### src/rtl/noc_pkg.sv
// Shared NoC definitions: direction codes, default packet field positions,
// FSM state encoding for the input-port routing unit, and the XY route
// function used by every router flavour.
package noc_pkg;

  // Direction codes; also the index into the per-output full/req vectors.
  localparam logic [2:0] DIR_N  = 3'd0;
  localparam logic [2:0] DIR_E  = 3'd1;
  localparam logic [2:0] DIR_S  = 3'd2;
  localparam logic [2:0] DIR_W  = 3'd3;
  localparam logic [2:0] DIR_PE = 3'd4;

  // Default packet layout.
  localparam int DEF_PKT_W     = 64;
  localparam int DEF_HOP_W     = 2;
  localparam int DEF_DIR_X_BIT = 58;
  localparam int DEF_DIR_Y_BIT = 57;
  localparam int DEF_HOP_X_LSB = 55;
  localparam int DEF_HOP_Y_LSB = 53;

  typedef enum logic [0:0] {
    ST_EMPTY = 1'b0,
    ST_HOLD  = 1'b1
  } ru_state_e;

  // X-first routing: exhaust X hops, then Y hops, then deliver locally.
  function automatic logic [2:0] xy_route(input logic hop_x_nz,
                                          input logic hop_y_nz,
                                          input logic dir_x,
                                          input logic dir_y);
    logic [2:0] dir_s;
    if (hop_x_nz) begin
      dir_s = dir_x ? DIR_W : DIR_E;
    end else if (hop_y_nz) begin
      dir_s = dir_y ? DIR_S : DIR_N;
    end else begin
      dir_s = DIR_PE;
    end
    return dir_s;
  endfunction

endpackage

### src/rtl/routing_unit.sv
// Input-port routing unit: pops the port FIFO, registers an XY route and a
// hop-decremented copy of the packet, requests one output arbiter, drops
// U-turn packets and flags long stalls.
module routing_unit
  import noc_pkg::*;
#(
  parameter int PKT_W     = DEF_PKT_W,
  parameter int HOP_W     = DEF_HOP_W,
  parameter int IN_DIR    = 2,
  parameter int DIR_X_BIT = DEF_DIR_X_BIT,
  parameter int DIR_Y_BIT = DEF_DIR_Y_BIT,
  parameter int HOP_X_LSB = DEF_HOP_X_LSB,
  parameter int HOP_Y_LSB = DEF_HOP_Y_LSB,
  parameter int STALL_MAX = 15
) (
  input  logic               clk,
  input  logic               reset,
  input  logic               empty,
  input  logic [PKT_W-1:0]   in_packet,
  output logic               read_en,
  input  logic [4:0]         full,
  output logic [5*PKT_W-1:0] out_packet,
  output logic [4:0]         out_req,
  output logic               err_uturn,
  output logic [7:0]         err_count,
  output logic               stall_alarm
);

  localparam int              STALL_W     = $clog2(STALL_MAX + 1);
  localparam logic [STALL_W-1:0] STALL_MAX_C = STALL_W'(STALL_MAX);
  localparam logic [2:0]      IN_DIR_C    = 3'(IN_DIR);
  localparam logic            IS_PE_PORT  = (IN_DIR == 4);
  localparam logic [HOP_W-1:0] HOP_ONE    = {{(HOP_W-1){1'b0}}, 1'b1};

  ru_state_e          state_r, state_nxt_s;
  logic [PKT_W-1:0]   pkt_r;
  logic [2:0]         rt_dir_r;
  logic [STALL_W-1:0] stall_cnt_r;
  logic               err_uturn_r;
  logic [7:0]         err_count_r;

  logic               hold_s, full_sel_s, drop_s, xfer_s, discard_s, done_s, pop_s;
  logic [HOP_W-1:0]   hop_x_s, hop_y_s;
  logic [2:0]         route_s;
  logic [PKT_W-1:0]   pkt_cap_s;
  logic               uturn_cap_s;

  // Route decision and hop decrement for the FIFO head word.
  always_comb begin
    hop_x_s   = in_packet[HOP_X_LSB +: HOP_W];
    hop_y_s   = in_packet[HOP_Y_LSB +: HOP_W];
    route_s   = xy_route(|hop_x_s, |hop_y_s, in_packet[DIR_X_BIT], in_packet[DIR_Y_BIT]);
    pkt_cap_s = in_packet;
    case (route_s)
      DIR_E, DIR_W: pkt_cap_s[HOP_X_LSB +: HOP_W] = hop_x_s - HOP_ONE;
      DIR_N, DIR_S: pkt_cap_s[HOP_Y_LSB +: HOP_W] = hop_y_s - HOP_ONE;
      default:      pkt_cap_s = in_packet;
    endcase
    uturn_cap_s = (route_s == IN_DIR_C) && !IS_PE_PORT;
  end

  // Transfer / discard / pop decisions for the held packet.
  always_comb begin
    hold_s = (state_r == ST_HOLD);
    case (rt_dir_r)
      DIR_N:   full_sel_s = full[0];
      DIR_E:   full_sel_s = full[1];
      DIR_S:   full_sel_s = full[2];
      DIR_W:   full_sel_s = full[3];
      DIR_PE:  full_sel_s = full[4];
      default: full_sel_s = 1'b1;
    endcase
    drop_s    = hold_s && (rt_dir_r == IN_DIR_C) && !IS_PE_PORT;
    xfer_s    = hold_s && !full_sel_s && !drop_s;
    discard_s = hold_s && drop_s;
    done_s    = xfer_s || discard_s;
    pop_s     = reset && !empty && (!hold_s || done_s);
  end

  // State register.
  always_ff @(posedge clk or negedge reset) begin
    if (!reset) begin
      state_r <= ST_EMPTY;
    end else begin
      state_r <= state_nxt_s;
    end
  end

  // Next state: a pop always leaves a packet held; completion without a pop empties.
  always_comb begin
    state_nxt_s = state_r;
    case (state_r)
      ST_EMPTY: state_nxt_s = pop_s ? ST_HOLD : ST_EMPTY;
      ST_HOLD: begin
        if (done_s) begin
          state_nxt_s = pop_s ? ST_HOLD : ST_EMPTY;
        end else begin
          state_nxt_s = ST_HOLD;
        end
      end
      default: state_nxt_s = ST_EMPTY;
    endcase
  end

  // Outputs: one-hot request, replicated lanes (zero when empty), FIFO pop.
  always_comb begin
    read_en = pop_s;
    if (xfer_s) begin
      out_req = 5'b00001 << rt_dir_r;
    end else begin
      out_req = 5'b00000;
    end
    if (hold_s) begin
      out_packet = {5{pkt_r}};
    end else begin
      out_packet = '0;
    end
    err_uturn   = err_uturn_r;
    err_count   = err_count_r;
    stall_alarm = (stall_cnt_r == STALL_MAX_C);
  end

  // Capture packet and route on pop; the U-turn flag covers the discard cycle.
  always_ff @(posedge clk or negedge reset) begin
    if (!reset) begin
      pkt_r       <= '0;
      rt_dir_r    <= 3'd0;
      err_uturn_r <= 1'b0;
    end else begin
      err_uturn_r <= pop_s && uturn_cap_s;
      if (pop_s) begin
        pkt_r    <= pkt_cap_s;
        rt_dir_r <= route_s;
      end else begin
        pkt_r    <= pkt_r;
        rt_dir_r <= rt_dir_r;
      end
    end
  end

  // Saturating drop counter and blocked-cycle counter.
  always_ff @(posedge clk or negedge reset) begin
    if (!reset) begin
      err_count_r <= 8'd0;
      stall_cnt_r <= '0;
    end else begin
      if (discard_s && (err_count_r != 8'd255)) begin
        err_count_r <= err_count_r + 8'd1;
      end else begin
        err_count_r <= err_count_r;
      end
      if (hold_s && !drop_s && full_sel_s) begin
        if (stall_cnt_r != STALL_MAX_C) begin
          stall_cnt_r <= stall_cnt_r + {{(STALL_W-1){1'b0}}, 1'b1};
        end else begin
          stall_cnt_r <= stall_cnt_r;
        end
      end else begin
        stall_cnt_r <= '0;
      end
    end
  end

endmodule

### config.mk
export PLATFORM = sky130hd
export DESIGN_NAME = routing_unit
export DESIGN_NICKNAME = d
export VERILOG_FILES = /design/src/rtl/noc_pkg.sv /design/src/rtl/routing_unit.sv
export SDC_FILE = /design/constraint.sdc
export NUM_CORES = 1
export LEC_CHECK = 0
export ABC_AREA = 1
export CAP_MARGIN = 20
export CELL_PAD_IN_SITES_DETAIL_PLACEMENT = 1
export CELL_PAD_IN_SITES_GLOBAL_PLACEMENT = 2
export CORE_MARGIN = 3
export CORE_UTILIZATION = 18
export DETAILED_ROUTE_END_ITERATION = 10
export PLACE_DENSITY_LB_ADDON = 0.1
export SKIP_LAST_GASP = 1
export SYNTH_ARGS = -nofsm -noshare
export SYNTH_HDL_FRONTEND = slang
export SYNTH_SLANG_ARGS = --single-unit
### constraint.sdc
create_clock -name clk -period 2.5 [get_ports clk]
set_clock_uncertainty 0.05 [all_clocks]
set_input_delay 0.75 -clock clk [delete_from_list [all_inputs] [get_ports clk]]
set_output_delay 0.75 -clock clk [all_outputs]
set_load 0.005 [all_outputs]
; ---- Word level (Yosys, flattened, before mapping)
; Index checks and enable logic that the tools add are counted.
; Widths: inputs -> output; s select.
[totals]
inputBits = 72
output_inout_bits = 336
reg_bits = 81
elab_cells = 59
[classes]
muxes = 14
n_addsub = 4
bitwise_logic = 1
shift = 1
eq_ne = 11
n_reduce_logical = 22
[ops]
columns = cell, count
row1 = $mux 320, 1
row2 = $eq 3x2->1 const B, 4
row3 = $logic_and 1x1->1, 10
row4 = $add 8x1->8 const B, 1
row5 = $mux 2, 4
row6 = $mux 4, 2
row7 = $ne 8x8->1 const B, 1
row8 = $reduce_or 2->1, 4
row9 = $eq 3x1->1 const B, 2
row10 = $logic_not 3->1, 2
row11 = $mux 3, 2
row12 = $mux 5, 1
row13 = $pmux 1 s5, 1
row14 = $shl 1x3->5 const A, 1
row15 = $add 4x1->4 const B, 1
row16 = $eq 4x4->1 const B, 1
row17 = $logic_not 1->1, 4
row18 = $ne 4x4->1 const B, 1
row19 = $sub 2x1->2 const B, 2
row20 = $eq 3x3->1 const B, 1
row21 = $logic_or 1x1->1, 2
row22 = $mux 1, 2
row23 = $ne 2x1->1 const B, 1
row24 = $pmux 1 s2, 1
row25 = $not 1->1, 1

; ---- Depth between registers and ports, before layout
[depth]
ltp_word = 11
depth_mapped = 12
mapped_depth_nobuf = 9

; ---- Least setup slack after synthesis
; OpenSTA, ideal clock, no wires.
[synth_path]
path_kind = input to output
from = input full[0]
to = output read_en
n_path_buf = 1
path_stages = 8
arrival_time_ns = 1.464
required_time_ns = 1.700
path_slack_ns = 0.236
cell_sequence = nand3_1 -> nand2_1 -> nor2_2 -> nand2_1 -> nand2_4 -> nand2_2 -> buf_2 -> inv_1
[synth_between]
elab_chain_cells = 7
[synth_lines]
columns = element, line
row1 = from (decl), routing_unit.sv:21  ; input logic [4:0] full,
row2 = $pmux 1 s5, routing_unit.sv:65  ; case (rt_dir_r)
row3 = $logic_not 1->1, routing_unit.sv:74  ; xfer_s = hold_s && !full_sel_s && !drop_s;
row4 = $logic_and 1x1->1 (2 in series), routing_unit.sv:74
row5 = $logic_or 1x1->1, routing_unit.sv:76  ; done_s = xfer_s || discard_s;
row6 = $logic_or 1x1->1, routing_unit.sv:77  ; pop_s = reset && !empty && (!hold_s || done_s);
row7 = $logic_and 1x1->1, routing_unit.sv:77
row8 = to (decl), routing_unit.sv:20  ; output logic read_en,
; No other way between the ends.

; ---- Worst setup path after layout
[layout_path]
from = register state_r (netlist: hold_s)
to = output out_packet[88]
[layout_between]
elab_chain_cells = 1
[layout_lines]
columns = element, line
row1 = from (decl), routing_unit.sv:35  ; ru_state_e state_r, state_nxt_s;
row2 = from (signal assigned), routing_unit.sv:85  ; state_r <= state_nxt_s;
row3 = $mux 320, routing_unit.sv:113  ; if (hold_s) begin
row4 = to (decl), routing_unit.sv:22  ; output logic [5*PKT_W-1:0] out_packet,
; No other way between the ends.

==> results.toml <==
[logic_synthesis]
yosysSeqAreaShare_pct = 33.9
postSynthRegisterBits = 81
syn_area_um2 = 5980
syn_inst = 809
ys_types = 25
synth_warnings = 0
syn_nets = 884
syn-mean-instance-area_um2 = 7.39

[routing]
vias_per_cell = 3.68
drt_drc_violations_left = 0
dr.first_iter.drc_count = 135
drtPass1Iterations = 4
drtAntennaViolNets = 0
drt-wirelength-per-cell_um = 16.6
routed_wirelength_um = 24000
route.vias.total = 5324

[floorplan]
ioPinCount = 408
fp.dieArea_um2 = 35500
placement_rows = 66
die_width_um = 188
initial_core_util_pct = 18.3
core-area_um2 = 32600
die_h_um = 188

[final_layout]
post_route_cells_drive_above_1_share_pct = 16.0
antenna_cells = 0
share_of_the_core_filled_with_cells_pct = 29.9
final_nets = 1075
mostFrequentLayoutCell = "sky130_fd_sc_hd__nand2_1"
multiInputGateArea_um2 = 1610
sequential_cell_area_um2 = 2030
stdcell_area_um2 = 9760
layout.cells.most_common_list = "sky130_fd_sc_hd__nand2_1 (226), sky130_fd_sc_hd__dlymetal6s2s_1 (163), sky130_fd_sc_hd__clkdlybuf4s50_1 (120), sky130_fd_sc_hd__dlygate4sd2_1 (111), sky130_fd_sc_hd__nand3_1 (79)"
area_growth_syn_to_layout_pct = 63.2
fill_cells = 3810

[global_routing]
globalRoute.totalOverflow = 0
grt_max_degree = 73
first_global_vias = 5623
antenna_found_initial = 0
grt_pass1_wl_um = 34000
global_route.usage.total_pct = 12.3

[cts]
clock_tree.buffer_depth = 2
cts_root_buffer = "sky130_fd_sc_hd__clkbuf_16"
cts.clk_slew.worst_paths_ns = 0.06
number_of_buffers_added_by_the_clock_tree_synthesis_step = 9
cts_tree = "yes"
cts-htree-levels = 3
clock_latency_ns = 0.34
cts.sink_count = 81

[sta]
holdWs_ns = 0.419
final_max_slew_viol_count = 0
finalWorstPathRequiredPeriod_ns = 2.55
slew_headroom_pct = 42.4
grt_setup_unrepaired = "true"
layout_worst_path_cycle_share_pct = 102
final_critical_path_setup_slack_ns = -0.0540
timing.final.setup_violations = 37
maxClockFrequency_ghz = 0.392
tightestPinTransition_ns = 0.864
timing_hold_violations_final = 0

[placed_design]
numPortBuffers = 406
dp_hpwl_um = 16000
routability_congestion = 0.685
placement_stage_cell_area_um2 = 8660
pre_cts_ws_ns = -0.584

[hold_path]
timing.hold.worst.class = "reg -> reg"
holdPathStages = 2

[critical_path]
worst-endpoint-arrival_ns = 1.75
critical_path.startpoint_type = "register"
reg2regPathDepth = 8
worst-setup-path-type = "reg -> out"
setup.worst_path.end_class = "output pin"
worst-path-max-fanout = 7
worstPathRequired_ns = 1.70

[outcome]
violations = "setup timing"
run_status = "finished with violations"

[power]
power_per_unit_of_standard_cell_area_nw_per_um2 = 648
ir_worst_vdd_mv = 0.246
power.leakage_nw = 7.49

[flow_run]
max-cap-violations = 0
per-layer routing:
metal  GRT usage, %  vias to the layer above  part of all wire [%]
met4           2.46                        0                   1.0
met3           3.20                       15                   5.9
met5              0                        -                     0
met1           13.6                     2555                    39
li1               -                     2561                     -
met2           23.6                      193                    54
repair_timing:
| action | CTS | global route |
|---|---|---|
| hold buffers | 0 | 0 |
| pin swaps | 11 | 8 |
| setup endpoints to repair | 326 | 219 |
| setup buffers | 9 | 30 |
| gates resized for setup | 205 | 191 |
| cloned | 3 | 4 |
cells in the mapped netlist:
library cell	instances	share of area [%]
sky130_fd_sc_hd__buf_1	5	0.31
sky130_fd_sc_hd__dfrtp_1	81	34
sky130_fd_sc_hd__nor2_4	1	0.19
sky130_fd_sc_hd__nor2_1	13	0.82
sky130_fd_sc_hd__ha_1	3	0.63
sky130_fd_sc_hd__nand4_1	4	0.42
sky130_fd_sc_hd__o21ai_1	1	0.084
sky130_fd_sc_hd__nand3_1	80	6.7
sky130_fd_sc_hd__inv_1	82	5.1
sky130_fd_sc_hd__xor2_1	7	1.0
sky130_fd_sc_hd__a21oi_1	3	0.25
sky130_fd_sc_hd__nor3_1	1	0.084
sky130_fd_sc_hd__nand2_1	228	14
sky130_fd_sc_hd__nand2_4	1	0.19
sky130_fd_sc_hd__conb_1	1	0.063
sky130_fd_sc_hd__a31oi_1	1	0.10
sky130_fd_sc_hd__inv_2	2	0.13
sky130_fd_sc_hd__xnor2_1	2	0.29
sky130_fd_sc_hd__nand2_2	1	0.10
sky130_fd_sc_hd__buf_4	258	32
sky130_fd_sc_hd__buf_2	14	1.2
sky130_fd_sc_hd__o21ai_0	7	0.59
sky130_fd_sc_hd__nor2_2	2	0.21
sky130_fd_sc_hd__clkbuf_1	9	0.56
sky130_fd_sc_hd__buf_6	2	0.38
critical path: stages (launching register included):
cell,delay (ns)
sky130_fd_sc_hd__dfrtp_2,0.45
sky130_fd_sc_hd__buf_6,0.15
sky130_fd_sc_hd__buf_4,0.13
sky130_fd_sc_hd__buf_12,0.13
sky130_fd_sc_hd__nand2_1,0.07
sky130_fd_sc_hd__inv_2,0.06
sky130_fd_sc_hd__buf_4,0.13
sky130_fd_sc_hd__buf_4,0.12
sky130_fd_sc_hd__dlymetal6s2s_1,0.15
stage by stage:
stage | std cells | TNS [ns] | power [mW]
floorplan | 809 | 0 | 3.59
global placement | 1386 | -20.48 | 4.94
detailed placement | 1386 | -18.77 | 4.93
CTS | 1414 | -11.96 | 6.39
global route | 1447 | -6.03 | 6.82
finish | 1447 | -0.741 | 6.33
area by class of cell:
cell class	count	area share [%]
Timing Repair Buffer	468	50.7
Clock inverter	4	0.525
Inverter	84	3.23
Clock buffer	12	2.52
Multi-Input combinational cell	356	16.5
Sequential cell	81	20.8
Tap cell	442	5.66
registers in the layout, summed over array words and instances, names as in the netlist:
register,cells
err_count,8
err_uturn,1
hold_s,1
pkt_r,64
rt_dir_r,3
stall_cnt_r,4
final timing paths:
kind	start	to	slack (ns)
max	hold_s$_DFF_PN0_	out_packet[88]	-0.05
min	pkt_r[3]$_DFFE_PN0P_	pkt_r[3]$_DFFE_PN0P_	0.42
max reg2reg	rt_dir_r[0]$_DFFE_PN0P_	pkt_r[33]$_DFFE_PN0P_	0.35
min reg2reg	pkt_r[3]$_DFFE_PN0P_	pkt_r[3]$_DFFE_PN0P_	0.42
max in group asynchronous	reset	rt_dir_r[1]$_DFFE_PN0P_	0.84
min in group asynchronous	reset	pkt_r[50]$_DFFE_PN0P_	0.46
power by group:
| part | switching (mW) | internal, mW | leakage (nW) |
|---|---|---|---|
| clock network | 0.588 | 0.806 | 0.143 |
| logic | 1.40 | 1.74 | 6.33 |
| registers | 0.202 | 1.60 | 1.02 |
cells by family (layout without fill, tap and decap cells):
kind of cell / after synthesis / count (layout) / synth area share (%)
buf+inv: 372 / 568 / 40.1
simple gates: 331 / 331 / 23.0
flops: 81 / 81 / 33.9
compound gates: 12 / 12 / 1.02
xor+xnor: 9 / 9 / 1.32
fa+ha+maj: 3 / 3 / 0.628
other cells: 1 / 1 / 0.0627
Power figures use the tool's default switching activity.
